$ cat src/rtl/sram_port_arbiter.sv
// sram_port_arbiter: shares one SRAM port among N_REQ masters with round-robin ownership and read-data tagging.
// Optional owner-hold timeout is compiled in when SRAM_ARB_TIMEOUT_EN is defined.
module sram_port_arbiter #(
    parameter int N_REQ  = 3,
    parameter int ADDR_W = 18,
    parameter int DATA_W = 16,
    parameter int RD_LAT = 2
`ifdef SRAM_ARB_TIMEOUT_EN
    ,
    parameter int MAX_HOLD = 1024
`endif
) (
    input  logic                      Clock,
    input  logic                      Resetn,
    input  logic [N_REQ-1:0]          req,
    input  logic [N_REQ*ADDR_W-1:0]   req_address,
    input  logic [N_REQ*DATA_W-1:0]   req_write_data,
    input  logic [N_REQ-1:0]          req_we_n,
    output logic [N_REQ-1:0]          grant,
    output logic [ADDR_W-1:0]         SRAM_address,
    output logic [DATA_W-1:0]         SRAM_write_data,
    output logic                      SRAM_we_n,
    input  logic [DATA_W-1:0]         SRAM_read_data,
    output logic [DATA_W-1:0]         rdata,
    output logic [N_REQ-1:0]          rdata_valid
`ifdef SRAM_ARB_TIMEOUT_EN
    ,
    output logic                      timeout_pulse
`endif
);

    // state     | meaning
    // S_IDLE    | no owner; next edge grants first req at/after rr pointer
    // S_OWNED   | owner's address/data/we_n drive the SRAM
    // S_HANDOFF | single dead cycle between owners
    typedef enum logic [1:0] {S_IDLE, S_OWNED, S_HANDOFF} state_t;

    localparam int IDX_W = (N_REQ > 1) ? $clog2(N_REQ) : 1;

    state_t                          state_q, state_d;
    logic [IDX_W-1:0]                owner_q, owner_d;
    logic [IDX_W-1:0]                rr_q, rr_d;
    logic [N_REQ-1:0]                grant_d;
    logic                            pick_found;
    logic [IDX_W-1:0]                pick_idx;
    logic [IDX_W:0]                  cand;
    logic                            owner_req;
    logic                            owner_we_n;
    logic                            rd_push;
    logic                            evict;
    logic [RD_LAT-1:0]               tag_v_q;
    logic [RD_LAT-1:0][IDX_W-1:0]    tag_id_q;

    // Rotating scan starting at the rr pointer, wrapping at N_REQ.
    always_comb begin
        pick_found = 1'b0;
        pick_idx   = '0;
        cand       = '0;
        for (int i = 0; i < N_REQ; i++) begin
            cand = {1'b0, rr_q} + (IDX_W+1)'(i);
            if (cand >= (IDX_W+1)'(N_REQ)) begin
                cand = cand - (IDX_W+1)'(N_REQ);
            end
            if (!pick_found && req[cand[IDX_W-1:0]]) begin
                pick_found = 1'b1;
                pick_idx   = cand[IDX_W-1:0];
            end
        end
    end

    assign owner_req  = req[owner_q];
    assign owner_we_n = req_we_n[owner_q];

    always_comb begin
        state_d = state_q;
        owner_d = owner_q;
        rr_d    = rr_q;
        grant_d = grant;
        case (state_q)
            S_IDLE: begin
                if (pick_found) begin
                    state_d = S_OWNED;
                    owner_d = pick_idx;
                    grant_d = N_REQ'(1) << pick_idx;
                end
            end
            S_OWNED: begin
                if (!owner_req || evict) begin
                    state_d = S_HANDOFF;
                    grant_d = '0;
                    if (owner_q == IDX_W'(N_REQ-1)) begin
                        rr_d = '0;
                    end else begin
                        rr_d = owner_q + IDX_W'(1);
                    end
                end
            end
            S_HANDOFF: begin
                state_d = S_IDLE;
                grant_d = '0;
            end
            default: begin
                state_d = S_IDLE;
                grant_d = '0;
            end
        endcase
    end

    always_comb begin
        SRAM_address    = '0;
        SRAM_write_data = '0;
        SRAM_we_n       = 1'b1;
        if (state_q == S_OWNED) begin
            SRAM_address    = req_address[int'(owner_q)*ADDR_W +: ADDR_W];
            SRAM_write_data = req_write_data[int'(owner_q)*DATA_W +: DATA_W];
            SRAM_we_n       = owner_we_n;
        end
    end

    assign rd_push = (state_q == S_OWNED) && owner_we_n;
    assign rdata   = SRAM_read_data;

    always_comb begin
        rdata_valid = '0;
        if (tag_v_q[RD_LAT-1]) begin
            rdata_valid = N_REQ'(1) << tag_id_q[RD_LAT-1];
        end
    end

    always_ff @(posedge Clock) begin
        if (!Resetn) begin
            state_q  <= S_IDLE;
            owner_q  <= '0;
            rr_q     <= '0;
            grant    <= '0;
            tag_v_q  <= '0;
            tag_id_q <= '0;
        end else begin
            state_q     <= state_d;
            owner_q     <= owner_d;
            rr_q        <= rr_d;
            grant       <= grant_d;
            tag_v_q[0]  <= rd_push;
            tag_id_q[0] <= owner_q;
            for (int s = 1; s < RD_LAT; s++) begin
                tag_v_q[s]  <= tag_v_q[s-1];
                tag_id_q[s] <= tag_id_q[s-1];
            end
        end
    end

`ifdef SRAM_ARB_TIMEOUT_EN
    localparam int HOLD_W = $clog2(MAX_HOLD + 1);

    logic [HOLD_W-1:0] hold_q;
    logic              others_req;

    // Down-counter reaches terminal count on the MAX_HOLD-th owned cycle and saturates there.
    assign others_req    = |(req & ~grant);
    assign evict         = (state_q == S_OWNED) && (hold_q == '0) && others_req;
    assign timeout_pulse = evict;

    always_ff @(posedge Clock) begin
        if (!Resetn) begin
            hold_q <= '0;
        end else if (state_q != S_OWNED && state_d == S_OWNED) begin
            hold_q <= HOLD_W'(MAX_HOLD - 1);
        end else if (state_q == S_OWNED && hold_q != '0) begin
            hold_q <= hold_q - HOLD_W'(1);
        end
    end
`else
    assign evict = 1'b0;
`endif

endmodule

$ cat config.mk
export PLATFORM = sky130hd
export DESIGN_NAME = sram_port_arbiter
export DESIGN_NICKNAME = d
export VERILOG_FILES = /design/src/rtl/sram_port_arbiter.sv
export SDC_FILE = /design/constraint.sdc
export NUM_CORES = 1
export LEC_CHECK = 0
export BUFFER_PORTS_ARGS = -buffer_cell sky130_fd_sc_hd__buf_2
export CELL_PAD_IN_SITES_DETAIL_PLACEMENT = 2
export CELL_PAD_IN_SITES_GLOBAL_PLACEMENT = 2
export CORE_MARGIN = 4
export CORE_UTILIZATION = 15
export CTS_CLUSTER_DIAMETER = 30
export DETAILED_ROUTE_END_ITERATION = 10
export PLACE_DENSITY_LB_ADDON = 0.05
export SETUP_SLACK_MARGIN = 0.15
export SYNTH_ARGS = -nofsm -noshare
export SYNTH_HDL_FRONTEND = slang
export SYNTH_SLANG_ARGS = --single-unit
$ cat constraint.sdc
create_clock -name Clock -period 1.8 [get_ports Clock]
set_clock_uncertainty 0.05 [all_clocks]
set_input_delay 0.09 -clock Clock [delete_from_list [all_inputs] [get_ports Clock]]
set_output_delay 0.09 -clock Clock [all_outputs]
set_load 0.01 [all_outputs]
==> reports/results.ini <==
[global_route]
grt_first_pass_wirelength_um=15900
grt_max_degree=35
grt_util_all_layers=0.139
grt_remaining_overflow=0
grt_antenna_before_repair=3
grt_pass1_vias=2911

[timing]
setup_tns_ns=-0.761
whs_ns=0.114
worst_slack_ns=-0.216
slew_viol_final=0
timing.final.crit_period_ns=2.02
rsz0062_at_grt=yes
hold_viol=0
worst_slew_pin_slew_ns=0.335
max-slew-margin-rel=0.774
fmax_ghz=0.496
setup_viol=6
finalCritPeriodShare=1.12

[routing]
num_vias=2667
wl_per_cell_um=17.2
drc=0
viasPerCell=4.27
drt_iter0_drc=32
drt-pass1-iter-count=4
routed_wirelength_um=10700
detail-route-antenna-nets=0

[yosys]
yosysMostFrequentCell=nor2_1
synth_top_cell_by_area=mux2i_1
synth_edf_count=0
ys_seq_area_frac=0.156
synth_ff_type=dfxtp_1
synthArstFlopShare=0
synth.avg_cell_area_um2=6.89
synth.area.top_cells=mux2i_1, dfxtp_1, nor2_1
synthTopCellsByCount=nor2_1, a21oi_1, mux2i_1
syn_area_um2=1920
ys_ff_latch=15
synth.net_count=409
yosysUniqueCellTypes=44
synth_top_area_share=0.198
syn_inst=279
ys_warn_count=0

[final_layout]
stdcell_count=625
fillers=1459
final_nets=584
drive_above_1_share=0.614
syn2layout_area_growth_pct=96.5
diodes=0

[floorplanning]
ios=183
initial_core_util=0.153
die_x_um=121
dieArea_um2=14700
core_area_um2=12600
die_y_um=121
rows=41

[worst_setup_path]
cp_top_family=simple AND/OR/NAND/NOR gates
cp_max_fo=6
cp_slowest_cell=or4b_4
crit_arrival_ns=2.14
criticalPathCategory=reg -> reg
path_cells=inv_2 -> ha_4 -> nor2b_1 -> o211ai_1 -> a311oi_2 -> or4b_4 -> o31ai_4
crit_required_ns=1.92
endpoint_kind=flip-flop
startpoint_type=flip-flop
path_buf_inv=1
max_stage_delay_ns=0.54

[clock_tree]
cts_hold_buffers=0
worst_skew_pair.late_latency_ns=0.25
h-tree-depth=1
clk_path_buf_depth=2
clock-root-buffer=clkbuf_16
clk_pin_slew_ns=0.05
clock-sinks=15
cts_made_buffers=3
tritoncts=built

[power]
ir_worst_vdd_uv=291
power_density_nw_per_um2=850
p_leak_nw=1.78

[status]
violations=setup timing
status=complete, but fails checks

[placement]
placed_cells=582
pre_cts_slack_ns=-0.232
place_congestion=0.733
hpwl_um=7730
io_buffer_count=150

[job]
drv_cap=0

[worst_hold_path]
hold_class=in -> reg

metal layers:
layer | vias up | wire (um) | GRT usage
met2 | 99 | 5550 | 0.252
met3 | 17 | 725 | 0.0466
met1 | 1264 | 4300 | 0.159
met5 | - | 46 | 0
met4 | 6 | 103 | 0.0231
li1 | 1281 | - | -
kinds of logic (layout without fill, tap and decap cells):
family,Yosys count,after routing,share of synthesized area
multiplexers,39,39,0.206
buffers and inverters,48,222,0.148
flip-flops,15,15,0.156
adder cells (fa/ha/maj),4,4,0.0260
AO/OA/AOI/OAI,63,63,0.200
AND/OR/NAND/NOR,110,110,0.264
where the power goes:
group          internal, W  switching [W]
clock             0.000298       0.000152
sequential        0.000384      0.0000390
combinational      0.00122        0.00112
total              0.00190        0.00131
sequential cells by signal (all words and copies together), names as in the netlist:
name	count
tag_v_q	2
tag_id_q	4
grant	3
rr_q	2
state_q	2
owner_q	2
cell usage in the layout, fill, tap and decap left out, types with 8 or more instances in the layout:
cell type,Yosys,layout
buf_2,6,149
nor2_1,73,68
mux2i_1,38,34
buf_4,17,26
a21oi_2,2,24
buf_6,3,18
a21oi_1,38,11
dfxtp_1,15,11
nand2_1,10,9
inv_1,9,8
area by class of cell:
class	count	area, um2	share of cell area
repair buffers	209	1500	0.398
clock buffers	3	75.1	0.0199
flip-flops and latches	15	310	0.0821
multi-input cells	216	1630	0.433
clock inverters	1	5.00	0.00132
well taps	172	215	0.0570
inverters	9	33.8	0.00894
stage by stage:
| stage | total power [W] | area, um2 | util |
|---|---|---|---|
| detailed placement | 0.00202 | 2850 | 0.226 |
| CTS | 0.00305 | 3540 | 0.281 |
| floorplan | 0.00143 | 1960 | - |
| finish | 0.00321 | 3780 | 0.301 |
| global placement | 0.00201 | 2850 | 0.226 |
| global route | 0.00346 | 3780 | 0.301 |
path summary, 6_finish.rpt:
path | start | to | slack (ns) | cells past startpoint
hold reg to reg | tag_v_q[0]$_SDFF_PN0_ | tag_v_q[1]$_SDFF_PN0_ | 0.38 | 1
hold / removal | Resetn | state_q[0]$_SDFFE_PN0P_ | 0.11 | 2
setup / recovery | rr_q[0]$_SDFFE_PN0P_ | grant[2]$_SDFFE_PN0P_ | -0.22 | 7
setup reg to reg | rr_q[0]$_SDFFE_PN0P_ | grant[2]$_SDFFE_PN0P_ | -0.22 | 7
timing repair:
| item | 4_1_cts | 5_1_grt |
|---|---|---|
| setup buffers | 21 | 11 |
| resized for setup | 70 | 29 |
| cloned | 6 | 1 |
| endpoints found under the setup margin | 42 | 43 |
| pin swaps | 57 | 36 |
Power figures use the tool's default switching activity.
